<file path="config.mk">
export PLATFORM = sky130hd
export DESIGN_NAME = fetch_unit
export DESIGN_NICKNAME = d
export VERILOG_FILES = /design/src/rtl/fetch_unit.sv
export SDC_FILE = /design/constraint.sdc
export NUM_CORES = 1
export LEC_CHECK = 0
export BUFFER_PORTS_ARGS = -buffer_cell sky130_fd_sc_hd__buf_4
export CAP_MARGIN = 20
export CORE_MARGIN = 2
export CORE_UTILIZATION = 35
export DETAILED_ROUTE_END_ITERATION = 10
export GPL_ROUTABILITY_DRIVEN = 0
export PLACE_DENSITY_LB_ADDON = 0.15
export SLEW_MARGIN = 5
export SYNTH_ARGS = -nofsm -noshare
export SYNTH_HDL_FRONTEND = slang
export SYNTH_SLANG_ARGS = --single-unit
</file>
<file path="constraint.sdc">
create_clock -name clk -period 3.6 [get_ports clk]
set_clock_uncertainty 0.05 [all_clocks]
set_input_delay 0.72 -clock clk [delete_from_list [all_inputs] [get_ports clk]]
set_output_delay 0.72 -clock clk [all_outputs]
set_load 0.01 [all_outputs]
</file>
<file path="src/rtl/fetch_unit.sv">
// RV32I instruction-fetch stage with IF/ID register and one-entry skid.
// One fetch in flight; redirects squash stale fetches and the IF/ID slot.
module fetch_unit #(
    parameter logic [31:0] RESET_PC = 32'h0000_0000
) (
    input  logic        clk,
    input  logic        rst,
    output logic        imem_req_valid,
    output logic [31:0] imem_req_addr,
    input  logic        imem_req_ready,
    input  logic        imem_rsp_valid,
    input  logic [31:0] imem_rsp_data,
    input  logic        redirect_valid,
    input  logic [31:0] redirect_pc,
    input  logic        id_stall,
    output logic        if_id_valid,
    output logic [31:0] if_id_pc,
    output logic [31:0] if_id_instr,
    output logic        id_flush
);

    typedef enum logic [1:0] {
        FETCH = 2'd0,
        WAIT  = 2'd1,
        DROP  = 2'd2
    } state_t;

    state_t      state;
    state_t      state_next;
    logic [31:0] pc;
    logic [31:0] req_pc;
    logic        sk_valid;
    logic [31:0] sk_pc;
    logic [31:0] sk_instr;
    logic        req_fire;
    logic        rsp_take;
    logic        slot_free;
    logic        unused_bits;

    assign unused_bits   = ^redirect_pc[1:0];
    assign imem_req_addr = pc;
    assign id_flush      = !if_id_valid;
    assign req_fire      = imem_req_valid && imem_req_ready;
    assign rsp_take      = (state == WAIT) && imem_rsp_valid && !redirect_valid;
    assign slot_free     = !if_id_valid || !id_stall;

    // Request issue and next-state selection
    always_comb begin
        state_next     = state;
        imem_req_valid = 1'b0;
        unique case (state)
            FETCH: begin
                imem_req_valid = !rst && !sk_valid && !redirect_valid;
                if (imem_req_valid && imem_req_ready)
                    state_next = WAIT;
            end
            WAIT: begin
                if (imem_rsp_valid)
                    state_next = FETCH;
                else if (redirect_valid)
                    state_next = DROP;
            end
            DROP: begin
                if (imem_rsp_valid)
                    state_next = FETCH;
            end
            default: state_next = FETCH;
        endcase
    end

    // FSM state register
    always_ff @(posedge clk) begin
        if (rst)
            state <= FETCH;
        else
            state <= state_next;
    end

    // PC and outstanding-request address
    always_ff @(posedge clk) begin
        if (rst) begin
            pc     <= RESET_PC;
            req_pc <= 32'h0;
        end else if (redirect_valid) begin
            pc <= {redirect_pc[31:2], 2'b00};
        end else if (req_fire) begin
            req_pc <= pc;
            pc     <= pc + 32'd4;
        end
    end

    // IF/ID slot and skid buffer
    always_ff @(posedge clk) begin
        if (rst) begin
            if_id_valid <= 1'b0;
            if_id_pc    <= 32'h0;
            if_id_instr <= 32'h0;
            sk_valid    <= 1'b0;
            sk_pc       <= 32'h0;
            sk_instr    <= 32'h0;
        end else if (redirect_valid) begin
            if_id_valid <= 1'b0;
            sk_valid    <= 1'b0;
        end else if (slot_free) begin
            if (sk_valid) begin
                if_id_valid <= 1'b1;
                if_id_pc    <= sk_pc;
                if_id_instr <= sk_instr;
                sk_valid    <= 1'b0;
            end else if (rsp_take) begin
                if_id_valid <= 1'b1;
                if_id_pc    <= req_pc;
                if_id_instr <= imem_rsp_data;
            end else begin
                if_id_valid <= 1'b0;
            end
        end else if (rsp_take) begin
            sk_valid <= 1'b1;
            sk_pc    <= req_pc;
            sk_instr <= imem_rsp_data;
        end
    end

endmodule

</file>
== Word level (Yosys, flattened, before mapping) ==
Cells that the tools add are included.
Word-level totals
  register bits after elaboration: 196
  bits in latches: 0
  memory bits (writable): 0
  bits in read-only memories: 0
  input port bits: 70
  output and inout port bits: 99
  logic and storage cells: 53
  memories: 0
Operators by class
  add/subtract/negate cells: 1
  $mul: 0
  divide/modulo/power cells: 0
  magnitude comparators: 0
  equality and inequality tests: 5
  shift-type cells: 0
  multiplexer cells: 14
  bitwise logic cells: 2
  reductions and logical operators: 21
Operators with widths (number)
  2-to-1 mux 32 bit: 6
  adder 32 x 3 -> 32 bit (second input constant): 1
  AND reduction 3 bit: 3
  2-to-1 mux 2 bit: 4
  logical AND 1 bit: 6
  one-hot mux 2 bit (3 select lines): 1
  zero test 1 bit: 5
  != test 2 bit (second input constant): 2
  nonzero test 2 bit: 2
  2-to-1 mux 1 bit: 3
  != test 3 bit (second input constant): 1
  OR reduction 3 bit: 1
  == test 2 x 1 -> 1 bit (second input constant): 1
  == test 2 bit (second input constant): 1
  zero test 2 bit: 1
  NOT 1 bit: 2
  AND reduction 2 bit: 1
  OR reduction 2 bit: 1
  logical OR 1 bit: 1

== Longest topological paths before layout ==
Gate-level depths: netlist (run 1).
  word-level depth: 7
  depth in mapped cells: 8
  mapped depth without buffers: 6

== Worst setup path before layout (run 1) ==
OpenSTA, ideal clock, no wires.
  kind: input to register
  start: input port rst
  end: register pc[14] (netlist: imem_req_addr[14])
  setup time: 0.074 ns
  arrival: 2.211 ns
  data required time: 3.476 ns
  path slack: 1.265 ns
  stages: 6
  buffers on the path: 2
  cells stage by stage: clkbuf_1 or3b_1 or2_1 clkbuf_1 or4_1 a31oi_1
Between the ends
  cells in the longest elaborated chain, start to end: 6
RTL lines
  start: declaration: line 7  | input logic rst,
  zero test 1 bit: line 53  | imem_req_valid = !rst && !sk_valid && !redirect_valid;
  logical AND 1 bit (2 in series): line 53
  2-to-1 mux 1 bit: line 51  | unique case (state)
  logical AND 1 bit: line 43  | assign req_fire = imem_req_valid && imem_req_ready;
  nonzero test 2 bit (no source line)
  end signal: assignment: line 85  | pc <= {redirect_pc[31:2], 2'b00};
  end signal: assignment: line 88  | pc <= pc + 32'd4;
  end: declaration: line 30  | logic [31:0] pc;
Parallel ways exist; a longest one is shown, timed or not.
A chain may end at the register's enable or synchronous reset.

== Worst setup path after layout (run 1) ==
  start: register pc[6] (netlist: imem_req_addr[6])
  end: register pc[25] (netlist: imem_req_addr[25])
Between the ends
  cells in the longest elaborated chain, start to end: 3
RTL lines
  adder 32 x 3 -> 32 bit: line 88
  2-to-1 mux 32 bit: line 86  | end else if (req_fire) begin
  2-to-1 mux 32 bit: line 84  | end else if (redirect_valid) begin
No other way between the ends. The select of a mux whose other input is x is not followed.

==> flow_summary.yaml, run 1 <==
finish:
  final_nets: 1134
  syn2layout_area_growth_pct: 25.7
  ff_latch_area_um2: 3770
  final_layout_size_suffix_gt1_share_pct: 20.2
  nFillCells: 2232
  fin_area_um2: 9790
  multiInputGateArea_um2: 3710
  diodes: 0
  final_cells: 1355
placed_design:
  postPlaceCellArea_um2: 9210
  place_hpwl_um: 13700
  port_buffers: 162
  placed_cells: 1324
global_routing:
  grt_pass1_wl_um: 34700
  first_global_vias: 6450
  grt_max_degree: 76
  grt_remaining_overflow: 0
  track_usage_pct: 18.1
  antenna_found_initial: 0
critical_path:
  rr_worst_depth: 5
  cpMostUsedCell: "nand3_1"
  critPathSlowestCell: "nor2_1"
  cp_max_fo: 9
  crit_family: "simple AND/OR/NAND/NOR gates"
  cp_cell_sequence: "nand3_1 > nor2_1 > nand3_1 > or4_1 > a31oi_1"
  crit_path_end_kind: "flip-flop"
  crit_cells: 5
  critPathMaxStageDelay_ns: 0.59
  path_buf_inv: 0
  crit_type: "reg -> reg"
  required_ns: 3.89
  start_kind: "flip-flop"
  arrival_ns: 2.75
timing:
  setup_viol: 0
  maxSlewHeadroom_pct: 27.8
  slew_viol_final: 0
  period_minus_slack_ns: 2.46
  fmax_mhz: 406
  fin_tns_setup_ns: 0
  hold_viol_final: 0
  finalCritPeriodShare_pct: 68.3
  hold_slack_ns: 0.404
  worst_pin_slew_ns: 1.08
  rsz0062_at_grt: "no"
clock_network:
  h-tree-depth: 4
  postCtsHoldBufs: 0
  cts_resized: 0
  path_clk_slew_ns: 0.07
  post-cts-setup-buffers: 0
  numCtsBuffers: 17
  root_buffer: "clkbuf_16"
  cts.sinks: 188
  clock_latency_ns: 0.42
  clk_path_buf_depth: 2
  cts_tree: "yes"
floorplanning:
  die_h_um: 153
  dieArea_um2: 23500
  rows: 54
  chipWidth_um: 153
  io_pins: 169
  initial_core_util_pct: 35.7
  core_area_um2: 21800
detailed_routing:
  post_drt_via_cell_ratio: 5.05
  vias: 6847
  drtAntennaViolNets: 0
  first_pass_iters: 4
  drt_iter0_drc: 372
  drc: 0
  wire_per_inst_um: 15.7
  wirelength_um: 21300
synth:
  synth.area.mux_share_pct: 8.25
  synthFlopType: "dfxtp_1"
  ys_seq_area_share_pct: 48.3
  synth_xor_area_share_pct: 0.899
  synth_top_family_by_area: "simple AND/OR/NAND/NOR gates"
  async_reset_ff_share_pct: 0
  ys_seq_elements: 188
  synth-simple-area-share_pct: 21.0
  ys_warn_count: 0
  synth_compound_area_share_pct: 17.0
  yosysUniqueCellTypes: 52
  syn_inst: 940
  synth_fa_ha_area_share_pct: 0.161
  synth_edf_count: 0
  synth_area_um2: 7790
  avgSynthCellArea_um2: 8.29
pwr:
  ir_drop_uv: 252
  total_power_w: 0.00434
  p_per_area_nw_per_um2: 444
  p_leak_nw: 3.36
job:
  cap_violations: 0
hold_path:
  min_path_cells: 2
  min_path_type: "reg -> reg"
outcome:
  outcome: "complete, no violations"
-- cells in the final DEF, fill, tap and decap left out, types with 2 or more instances in the layout --
master	synthesis	layout
nor3_1	10	10
or3_1	2	2
nand2_1	216	216
a21oi_1	111	111
dfxtp_1	188	187
nand3b_1	2	2
clkbuf_16	0	18
a2bb2oi_1	2	2
clkinv_4	0	4
xor2_1	5	5
or4_1	4	4
o22ai_1	4	4
or2_2	1	2
conb_1	1	4
nand3_1	14	13
inv_6	0	2
a22oi_1	2	2
xnor2_1	3	3
mux2_2	2	2
buf_12	0	2
a31oi_1	14	14
nor2b_1	2	2
o21ai_0	11	11
clkbuf_1	56	2
nor4_1	6	6
buf_4	4	173
mux2i_1	62	62
clkbuf_8	0	2
nand4_1	14	14
nor2_1	85	85
and2_1	7	7
nand2b_1	3	3
a211oi_1	65	65
and4_1	3	3
inv_1	7	7
-- per-stage QoR --
stage                     setup slack, ns  utilization (%)
after floorplan                      1.26                -
after global placement              0.822             42.2
after detailed placement            0.748             42.2
after CTS                            1.17             44.9
after global routing                0.910             44.9
final                                1.14             44.9
-- flip-flops by register name, indices dropped and copies added (netlist names) --
register and cells:
if_id_instr 32, if_id_pc 30, if_id_valid 1, imem_req_addr 30
req_pc 30, sk_instr 32, sk_pc 30, sk_valid 1
state 2
-- where the power goes --
group | switching [W] | internal (W)
logic | 0.000153 | 0.000136
registers | 0.0000583 | 0.00211
clock network | 0.000839 | 0.00104
-- area by class of cell --
cell class	count	share of cell area, %
well taps	280	3.58
repair buffers	176	13.8
flip-flops and latches	188	38.5
clock inverters	9	1.04
multi-input cells	673	37.9
clock buffers	22	4.96
inverters	7	0.268
-- worst paths after layout --
| path | startpoint | end | slack, ns |
|---|---|---|---|
| setup / recovery | imem_req_addr[6] | imem_req_addr[25] | 1.14 |
| hold / removal | sk_pc[8] | sk_pc[8] | 0.40 |
| setup reg to reg | imem_req_addr[6] | imem_req_addr[25] | 1.14 |
| hold reg to reg | sk_pc[8] | sk_pc[8] | 0.40 |
-- cells by family after synthesis --
group,after synthesis
AOI/OAI and AO/OA,218
and+or+nand+nor,378
buffers and inverters,82
other,1
muxes,64
xor gates and xnor gates,8
DFF,188
adders and majority gates,1
-- worst reg2reg max path: stages, from the launching register on --
cell and delay (ns):
dfxtp_1 0.48, nand3_1 0.37, nor2_1 0.59, nand3_1 0.23, or4_1 0.50, a31oi_1 0.16
-- cell usage after synthesis (9+ instances only) --
cell type | count | area [µm²]
nand2_1 | 216 | 811
dfxtp_1 | 188 | 3760
a21oi_1 | 111 | 556
nor2_1 | 85 | 319
a211oi_1 | 65 | 488
mux2i_1 | 62 | 621
clkbuf_1 | 56 | 210
a31oi_1 | 14 | 87.6
nand3_1 | 14 | 70.1
nand4_1 | 14 | 87.6
o21ai_0 | 11 | 55.1
nor3_1 | 10 | 50.1
buf_2 | 9 | 45.0
-- metal layers --
layer  global-route usage, %  wire length, µm
met5                       0                0
met4                    4.94              180
met3                    3.43              911
met2                    26.8             9420
met1                    26.8            10800
(Power assumes the default switching activity.)
==> run 2: changes to the inputs <==
clock period = 2.2 ns   (was 3.6 ns; I/O delays follow)
==> run 2 against run 1 <==
  * Critical path depth unchanged
  * Die area unchanged
  * Sequential share of layout area decreased by 2.0 points
  * Sequential power increased by 62%
  * Maximum frequency increased by 21%
  * Largest cell class unchanged
==> flow_summary.yaml, run 2 (same netlist as run 1, synthesis figures left out) <==
floorplanning:
  io_pins: 169
  core_area_um2: 21800
  initial_core_util_pct: 35.7
  chipWidth_um: 153
  dieArea_um2: 23500
  rows: 54
  die_h_um: 153
critical_path:
  required_ns: 2.52
  cp_max_fo: 37
  start_kind: "flip-flop"
  r2r-end: "imem_req_addr[27]"
  timing.rr.start: "sk_valid"
  crit_path_end_kind: "flip-flop"
  critPathMaxStageDelay_ns: 0.42
  critPathSlowestCell: "or3_4"
  crit_type: "reg -> reg"
  rr_worst_depth: 5
  cp_cell_sequence: "or3_4 > or2_2 > buf_4 > or3_1 > nand3_1"
  arrival_ns: 2.35
  reg2reg_slack_ns: 0.17
finish:
  final_layout_size_suffix_gt1_share_pct: 23.9
  syn2layout_area_growth_pct: 32.7
  final_nets: 1184
  diodes: 0
  top_regs: "if_id_instr (32), sk_instr (32)"
  final_common_cell: "nand2_1"
  nFillCells: 2191
  final_cell_mix: "nand2_1 (216), buf_4 (213), dfxtp_1 (187), a21oi_1 (111), nor2_1 (85)"
placed_design:
  port_buffers: 162
  place_hpwl_um: 14300
global_routing:
  track_usage_pct: 17.9
  first_global_vias: 6447
  grt_remaining_overflow: 0
  grt_pass1_wl_um: 34100
  antenna_found_initial: 0
  grt_max_degree: 185
timing:
  setup_viol: 0
  slew_viol_final: 0
  finalCritPeriodShare_pct: 92.2
  hold_viol_final: 0
  fmax_mhz: 493
  rsz0062_at_grt: "no"
  hold_slack_ns: 0.137
  period_minus_slack_ns: 2.03
  fin_tns_setup_ns: 0
  maxSlewHeadroom_pct: 43.5
  worst_pin_slew_ns: 0.848
detailed_routing:
  wire_per_inst_um: 15.2
  drt_iter0_drc: 447
  wirelength_um: 21300
  post_drt_via_cell_ratio: 4.99
  first_pass_iters: 4
  vias: 7016
  drtAntennaViolNets: 0
  drc: 0
clock_network:
  postCtsHoldBufs: 0
  h-tree-depth: 4
  clk_path_buf_depth: 2
  root_buffer: "clkbuf_16"
  cts_tree: "yes"
  cts.sinks: 188
  numCtsBuffers: 17
  cts_resized: 0
  path_clk_slew_ns: 0.07
  post-cts-setup-buffers: 0
  clock_latency_ns: 0.43
hold_path:
  whs_endpoint: "state[1]"
  holdCritStartpoint: "imem_rsp_valid"
  min_path_cells: 2
  min_path_type: "in -> reg"
pwr:
  p_leak_nw: 3.67
  p_per_area_nw_per_um2: 716
  ir_drop_uv: 435
outcome:
  outcome: "complete, no violations"
job:
  cap_violations: 0
[run 2: final cells by class]
cell class,instances,area (µm²),share of cell area [%]
multi-input combinational,673,3710,35.9
sequential,188,3770,36.4
inverter,7,26.3,0.254
tap,280,350,3.39
timing repair buffer,226,1850,17.9
clock buffer,17,425,4.11
clock inverter,14,209,2.02
[run 2: power by group]
group          switching (W)  internal [W]
sequential         0.0000540       0.00346
combinational       0.000300      0.000270
clock                0.00139       0.00193
[run 2: metrics by stage]
| stage | power, W | cells | utilization, % | area, µm² | worst slack [ns] |
|---|---|---|---|---|---|
| final | 0.00740 | 1405 | 47.4 | 10300 | 0.172 |
| after global routing | 0.00769 | 1405 | 47.4 | 10300 | 0.0931 |
| after CTS | 0.00750 | 1405 | 47.4 | 10300 | 0.186 |
| after detailed placement | 0.00416 | 1374 | 44.5 | 9710 | -0.0272 |
| after global placement | 0.00416 | 1374 | 44.5 | 9710 | -0.0153 |
| after floorplan | 0.00384 | 943 | - | 7800 | 0.145 |
[run 2: worst max-delay path by stage]
stage | startpoint | endpoint | slack [ns]
3_3_place_gp | redirect_valid | imem_req_addr[27] | -0.02
5_1_grt | sk_valid | if_id_instr[17] | 0.09
3_5_place_dp | redirect_valid | imem_req_addr[27] | -0.03
4_1_cts | sk_valid | imem_req_addr[27] | 0.19
2_1_floorplan | rst | imem_req_addr[14] | 0.14
6_report | sk_valid | imem_req_addr[27] | 0.17
[run 2: layer usage]
metal	global-route usage (%)	routed length [µm]	vias up
met4	5.73	348	0
met3	3.37	898	24
met1	25.9	10600	3204
met2	27.1	9500	177
met5	0	0	-
li1	-	-	3611
[run 2: critical path: cells and delay by family, from the launching register on]
family | cells | cell delay (ns)
and+or+nand+nor | 4 | 1.27
DFF | 1 | 0.36
buffers and inverters | 1 | 0.28
